[src/rtl/gpu_vram_arbiter.sv]
// gpu_vram_arbiter: shares single-port VRAM between the display line
// prefetcher and the CPU bus port. Fetched words land in a double-banked
// line buffer; CPU transactions fill the gaps between fetches.
// Optional feature macro: VRAM_ARB_CPU_SLOT_EN (guaranteed CPU slot every
// CPU_SLOT fetched words while a line fetch is in progress).
module gpu_vram_arbiter #(
  parameter int unsigned ADDR_W     = 20,
  parameter int unsigned DATA_W     = 16,
  parameter int unsigned LINE_WORDS = 240,
  parameter int unsigned BASE_ADDR  = 0,
  parameter int unsigned CPU_SLOT   = 16
) (
  input  logic              i_clk,
  input  logic              i_rst,
  input  logic              i_line_start,
  input  logic [10:0]       i_line_y,
  input  logic              i_cpu_req,
  input  logic              i_cpu_we,
  input  logic [ADDR_W-1:0] i_cpu_addr,
  input  logic [DATA_W-1:0] i_cpu_wdata,
  output logic              o_cpu_ack,
  output logic [DATA_W-1:0] o_cpu_rdata,
  output logic              o_mem_req,
  output logic              o_mem_we,
  output logic [ADDR_W-1:0] o_mem_addr,
  output logic [DATA_W-1:0] o_mem_wdata,
  input  logic              i_mem_ack,
  input  logic [DATA_W-1:0] i_mem_rdata,
  output logic              o_lb_we,
  output logic [8:0]        o_lb_addr,
  output logic [DATA_W-1:0] o_lb_wdata,
  output logic              o_lb_bank,
  output logic              o_underrun
);

  localparam int unsigned CNT_W = 8;
  localparam int unsigned LB_W  = CNT_W + 1;
  localparam logic [CNT_W-1:0] LAST_WORD = CNT_W'(LINE_WORDS - 1);

  typedef enum logic [1:0] {S_IDLE, S_FETCH, S_CPU, S_GAP} state_t;

  state_t state, state_nxt;

  logic [ADDR_W-1:0] base, base_nxt;
  logic [CNT_W-1:0]  wcnt, wcnt_nxt;
  logic              pend, pend_nxt;
  logic              stale, stale_nxt;
  logic              bank_nxt;
  logic [LB_W-1:0]   fetch_lb_addr, fetch_lb_addr_nxt;
  logic              fetch_ack, cpu_done, cpu_ok, slot_due, issue;

  logic              cpu_ack_nxt, mem_req_nxt, mem_we_nxt, lb_we_nxt, underrun_nxt;
  logic [DATA_W-1:0] cpu_rdata_nxt, mem_wdata_nxt, lb_wdata_nxt;
  logic [ADDR_W-1:0] mem_addr_nxt;
  logic [LB_W-1:0]   lb_addr_nxt;

  assign fetch_ack = (state == S_FETCH) && i_mem_ack;
  assign cpu_done  = (state == S_CPU) && i_mem_ack;
  // The GAP after a CPU transaction still sees that request high; never re-grant it.
  assign cpu_ok    = i_cpu_req && !o_cpu_ack;
  assign issue     = (state == S_IDLE) || (state == S_GAP);

  // Fetch bookkeeping: line start restarts the line; an in-flight word of an
  // abandoned line (stale) completes without advancing the new line's counter.
  always_comb begin
    bank_nxt  = o_lb_bank;
    base_nxt  = base;
    wcnt_nxt  = wcnt;
    pend_nxt  = pend;
    stale_nxt = stale;
    if (i_line_start) begin
      bank_nxt  = ~o_lb_bank;
      base_nxt  = ADDR_W'(BASE_ADDR + 32'(i_line_y) * LINE_WORDS);
      wcnt_nxt  = '0;
      pend_nxt  = 1'b1;
      stale_nxt = (state == S_FETCH) && !i_mem_ack;
    end else if (fetch_ack) begin
      stale_nxt = 1'b0;
      if (!stale) begin
        if (wcnt == LAST_WORD) begin
          wcnt_nxt = '0;
          pend_nxt = 1'b0;
        end else begin
          wcnt_nxt = wcnt + CNT_W'(1);
        end
      end
    end
  end

`ifdef VRAM_ARB_CPU_SLOT_EN
  logic [CNT_W-1:0] slot_cnt;
  logic             slot_due_q;

  // Open one CPU slot after every CPU_SLOT non-stale fetch acks of the current line.
  always_ff @(posedge i_clk) begin
    if (i_rst) begin
      slot_cnt   <= '0;
      slot_due_q <= 1'b0;
    end else if (i_line_start || !pend_nxt) begin
      slot_cnt   <= '0;
      slot_due_q <= 1'b0;
    end else begin
      if (fetch_ack && !stale) begin
        if (slot_cnt == CNT_W'(CPU_SLOT - 1)) begin
          slot_cnt   <= '0;
          slot_due_q <= 1'b1;
        end else begin
          slot_cnt <= slot_cnt + CNT_W'(1);
        end
      end
      if ((state == S_GAP) && (state_nxt == S_CPU)) slot_due_q <= 1'b0;
    end
  end

  assign slot_due = slot_due_q;
`else
  logic unused_cpu_slot;
  assign unused_cpu_slot = ^CPU_SLOT;
  assign slot_due        = 1'b0;
`endif

  // State register.
  always_ff @(posedge i_clk) begin
    if (i_rst) state <= S_IDLE;
    else       state <= state_nxt;
  end

  // Next state: fetch beats CPU unless a CPU slot is due; every ack is followed by GAP.
  always_comb begin
    state_nxt = state;
    case (state)
      S_IDLE: begin
        if (pend_nxt)       state_nxt = S_FETCH;
        else if (i_cpu_req) state_nxt = S_CPU;
      end
      S_FETCH, S_CPU: begin
        if (i_mem_ack) state_nxt = S_GAP;
      end
      S_GAP: begin
        if (pend_nxt)    state_nxt = (slot_due && cpu_ok) ? S_CPU : S_FETCH;
        else if (cpu_ok) state_nxt = S_CPU;
        else             state_nxt = S_IDLE;
      end
      default: state_nxt = S_IDLE;
    endcase
  end

  // Output next values: launch a request on entry to FETCH/CPU, hold it until ack.
  always_comb begin
    mem_req_nxt       = (state_nxt == S_FETCH) || (state_nxt == S_CPU);
    mem_we_nxt        = o_mem_we;
    mem_addr_nxt      = o_mem_addr;
    mem_wdata_nxt     = o_mem_wdata;
    fetch_lb_addr_nxt = fetch_lb_addr;
    lb_we_nxt         = fetch_ack;
    lb_addr_nxt       = o_lb_addr;
    lb_wdata_nxt      = o_lb_wdata;
    cpu_ack_nxt       = cpu_done;
    cpu_rdata_nxt     = o_cpu_rdata;
    underrun_nxt      = i_line_start && pend;
    if (issue && (state_nxt == S_FETCH)) begin
      mem_we_nxt        = 1'b0;
      mem_addr_nxt      = base_nxt + ADDR_W'(wcnt_nxt);
      mem_wdata_nxt     = '0;
      fetch_lb_addr_nxt = {bank_nxt, wcnt_nxt};
    end
    if (issue && (state_nxt == S_CPU)) begin
      mem_we_nxt    = i_cpu_we;
      mem_addr_nxt  = i_cpu_addr;
      mem_wdata_nxt = i_cpu_wdata;
    end
    if (fetch_ack) begin
      lb_addr_nxt  = fetch_lb_addr;
      lb_wdata_nxt = i_mem_rdata;
    end
    if (cpu_done && !o_mem_we) cpu_rdata_nxt = i_mem_rdata;
  end

  // Registered outputs and fetch context.
  always_ff @(posedge i_clk) begin
    if (i_rst) begin
      base          <= '0;
      wcnt          <= '0;
      pend          <= 1'b0;
      stale         <= 1'b0;
      fetch_lb_addr <= '0;
      o_lb_bank     <= 1'b0;
      o_mem_req     <= 1'b0;
      o_mem_we      <= 1'b0;
      o_mem_addr    <= '0;
      o_mem_wdata   <= '0;
      o_lb_we       <= 1'b0;
      o_lb_addr     <= '0;
      o_lb_wdata    <= '0;
      o_cpu_ack     <= 1'b0;
      o_cpu_rdata   <= '0;
      o_underrun    <= 1'b0;
    end else begin
      base          <= base_nxt;
      wcnt          <= wcnt_nxt;
      pend          <= pend_nxt;
      stale         <= stale_nxt;
      fetch_lb_addr <= fetch_lb_addr_nxt;
      o_lb_bank     <= bank_nxt;
      o_mem_req     <= mem_req_nxt;
      o_mem_we      <= mem_we_nxt;
      o_mem_addr    <= mem_addr_nxt;
      o_mem_wdata   <= mem_wdata_nxt;
      o_lb_we       <= lb_we_nxt;
      o_lb_addr     <= lb_addr_nxt;
      o_lb_wdata    <= lb_wdata_nxt;
      o_cpu_ack     <= cpu_ack_nxt;
      o_cpu_rdata   <= cpu_rdata_nxt;
      o_underrun    <= underrun_nxt;
    end
  end

endmodule

[config.mk]
export PLATFORM = sky130hd
export DESIGN_NAME = gpu_vram_arbiter
export DESIGN_NICKNAME = d
export VERILOG_FILES = /design/src/rtl/gpu_vram_arbiter.sv
export SDC_FILE = /design/constraint.sdc
export NUM_CORES = 1
export LEC_CHECK = 0
export BUFFER_PORTS_ARGS = -buffer_cell sky130_fd_sc_hd__buf_2
export CORE_MARGIN = 10
export CORE_UTILIZATION = 40
export DETAILED_ROUTE_END_ITERATION = 10
export GPL_TIMING_DRIVEN = 0
export SYNTH_ARGS = -nofsm -noshare
export SYNTH_HDL_FRONTEND = slang
export SYNTH_SLANG_ARGS = --single-unit
[constraint.sdc]
create_clock -name i_clk -period 11.2 [get_ports i_clk]
set_input_delay 1.68 -clock i_clk [delete_from_list [all_inputs] [get_ports i_clk]]
set_output_delay 1.68 -clock i_clk [all_outputs]
set_load 0.005 [all_outputs]
==> metrics.txt <==
H-tree Lvls 4; YS warnings 0; TritonCTS Buffers 17; most frequent cells in the layout buf_2 (153), dfxtp_1 (124), nand2_1 (99), nor2_1 (75), a21oi_1 (54); Synth Area in Simple Gates 18.0%; Mapped Nets 838; synthesized instance count 716; vias in the first global route 5491; max_slew headroom 54.6%; Synth Area in Adders 12.9%; ys flop type dfxtp_1; FFs w/ async S/R, synth 0%; Unique masters post-synth 65; die height 145 µm; dpl hpwl 14100 µm; Max-Cap Viols 0; Max IR drop VDD 0.000119 V; Hold Path End fetch_lb_addr[6]; Die X 145 µm; clk_skew 0.00945 ns; final setup violation count 0; first-pass GRT wire length 28800 µm; die area 21200 µm²; antenna-violating nets left 0; leakage power 3.54 nW; Worst Setup Start Kind primary input; IO Port Bufs 151; Synth Register Bits 124; capturing point of the worst reg2reg path o_mem_addr[14]; multiplexer share of the synthesized area 1.67%; Achievable Freq 0.184 GHz; ANT cells 0; commonest non-fill, non-tap cell in the layout buf_2; buffers plus inverters on the worst setup path 5; register area share after synthesis 39.4%; CP endpoint kind flop; CP arrival 5.79 ns; overall routing resource usage 16.8%; CTS clock-pin slew for the worst setup and hold paths 0.06 ns; slowest library cell on the worst path buf_1; CP max stage delay 0.55 ns; Hold Fails Final Rpt 0; CTS tree built; Cell Area, Placed 7310 µm²; clk buf depth 2; cell taking the most area after synthesis dfxtp_1; Post-synth EDFFs 0; WL/cell 16.4 µm; post-cts hold buffer count 0; fin crit period 5.44 ns; area growth from synthesis to layout 24.7%; crit path cell chain buf_2 -> buf_2 -> buf_2 -> buf_1 -> buf_1 -> nor2_1 -> ha_1 -> o21ai_0 -> o21ai_0 -> a21oi_1 -> o21ai_0 -> nand2_1 -> nor4_1 -> xnor2_1 -> nand2_1 -> a21oi_1; Slew Limit Fails 0; share of the synthesized area in the top cell type 39.4%; kind of critical path in -> reg; GRT overflow 0; Vias/cell 5.05; total core area 15300 µm²; GP Congestion 0.857; cts repair resizes 0; FF-to-FF path depth 17; CP delay by family, top buffers and inverters; data required time at the worst endpoint 11.55 ns; compound-gate portion of the synthesized area 20.3%; worst hold start fetch_lb_addr[6]; Least-Margin Pin Slew 0.672 ns; period utilization 48.6%; hold-critical path depth 2; Mapped Area 6290 µm²; Final TNS setup 0 ns; CTS Sinks 124; outcome completed; crit-path max FO 10; fin area 7850 µm²; I/O pins 152; syn_area_per_cell 8.79 µm²; XOR/XNOR Fraction of Synth Area 2.92%; row count 45; vias 5597; unrepaired setup endpoints after global routing false; R2R Path Start state[0]; Setup Fix Bufs, Post-CTS 0; top cells by area, synth dfxtp_1 (39%), ha_1 (6.6%), fa_1 (6.4%), nand2_1 (5.9%), nor2_1 (4.5%); Starting Density 41.1%; number of DRC markers in iteration 0 293; reg2reg setup slack 7.12 ns; total wire length 18200 µm; layout cells sized above 1 22.2%; initial antenna violation count 0; number of remaining DRC errors 0; pwr/cell area 190 nW/µm²; combinational family with the most area after synthesis compound AO/OA/AOI/OAI gates; nets@finish 1008; Root Buffer clkbuf_16; worst hold path class reg -> reg; Clk Latency, worst-skew pair 0.42 ns; pin count of the biggest net entering global routing 17; Initial DRT Pass Iterations 5
-- power by group --
part,internal [mW],leakage (nW),switching (mW)
Clock,0.302,0.256,0.200
Sequential,0.491,1.01,0.0265
Combinational,0.184,2.28,0.285
Total,0.977,3.54,0.511
-- kinds of logic after synthesis --
family / after synthesis
muxes: 10
buffers and inverters: 79
DFF: 124
and+or+nand+nor: 248
adders and majority gates: 53
xor gates and xnor gates: 21
AOI/OAI and AO/OA: 181
-- worst max-delay path by stage --
stage	from	to	cells past startpoint
after floorplan	i_line_y[3]	o_mem_addr[16]	14
after CTS	i_line_start	o_mem_addr[17]	16
after global placement	i_line_start	o_mem_addr[17]	16
after detailed placement	i_line_start	o_mem_addr[17]	16
after global routing	i_line_start	o_mem_addr[17]	16
final	i_line_start	o_mem_addr[17]	16
-- per-stage QoR --
step | util (%) | hold slack [ns] | total power [mW] | setup slack, ns | instances
6_report | 51.2 | 0.452 | 1.49 | 5.76 | 1109
2_1_floorplan | - | 0.431 | 0.845 | 6.16 | 716
4_1_cts | 51.2 | 0.454 | 1.50 | 5.80 | 1109
3_3_place_gp | 47.8 | 0.440 | 0.990 | 5.34 | 1078
3_5_place_dp | 47.8 | 0.447 | 0.994 | 5.38 | 1078
5_1_grt | 51.2 | 0.466 | 1.58 | 5.33 | 1109
-- worst reg2reg max path: stages, from the launching register on --
cell and delay [ns]:
dfxtp_1 0.39, ha_1 0.27, nand2_1 0.11, or2_2 0.33, nor3_1 0.14, a21oi_1 0.08
nor2_1 0.26, ha_1 0.26, inv_1 0.06, fa_1 0.39, nor2b_1 0.16, o21ai_0 0.12
a21o_1 0.22, a31oi_1 0.39, nand2_1 0.22, or3_1 0.35, nand3_1 0.11, a31oi_1 0.09
-- sequential cells by signal, summed over array words and instances (netlist names) --
signal / cells
o_mem_wdata: 16
o_mem_we: 1
o_lb_wdata: 16
o_cpu_rdata: 16
o_cpu_ack: 1
base: 20
wcnt: 8
stale: 1
pend: 1
o_mem_req: 1
o_mem_addr: 20
o_lb_bank: 1
o_underrun: 1
o_lb_addr: 9
fetch_lb_addr: 9
state: 2
o_lb_we: 1
-- Yosys cell counts, types with 3 or more instances --
cell      count
nand3b_1      4
xor2_1        6
a21o_1        6
mux2_2        4
or2_2         4
nand2_1      99
nor2b_1      16
a31oi_1       4
or3_1         3
o21ai_0      26
clkbuf_1     28
dfxtp_1     124
nand3_1       8
o221ai_1      3
inv_1        43
mux2i_1       6
and2_1        9
nand2b_1      4
fa_1         20
xnor2_1      15
a21oi_1      54
o211ai_1      5
nor2_1       75
nor3_1       11
a22o_1       26
o21a_1        5
a22oi_1      17
buf_1         5
ha_1         33
a211oi_1      4
a311oi_1      7
-- per-layer routing --
layer	up-vias	global-route usage, %	part of all wire (%)
met2	130	26.9	47
met4	0	7.13	2.6
met5	-	0	0
met3	26	4.32	4.6
li1	2822	-	-
met1	2619	21.0	46
-- layout make-up --
cell class                 instances  area (µm²)
fill                            1568        7470
multi-input combinational        513        3510
sequential                       124        2480
timing repair buffer             151         756
clock buffer                      20         437
tap                              211         264
inverter                          44         165
buffer                            35         134
clock inverter                    11        98.8
Note: power is estimated with default switching activity, not from simulation.
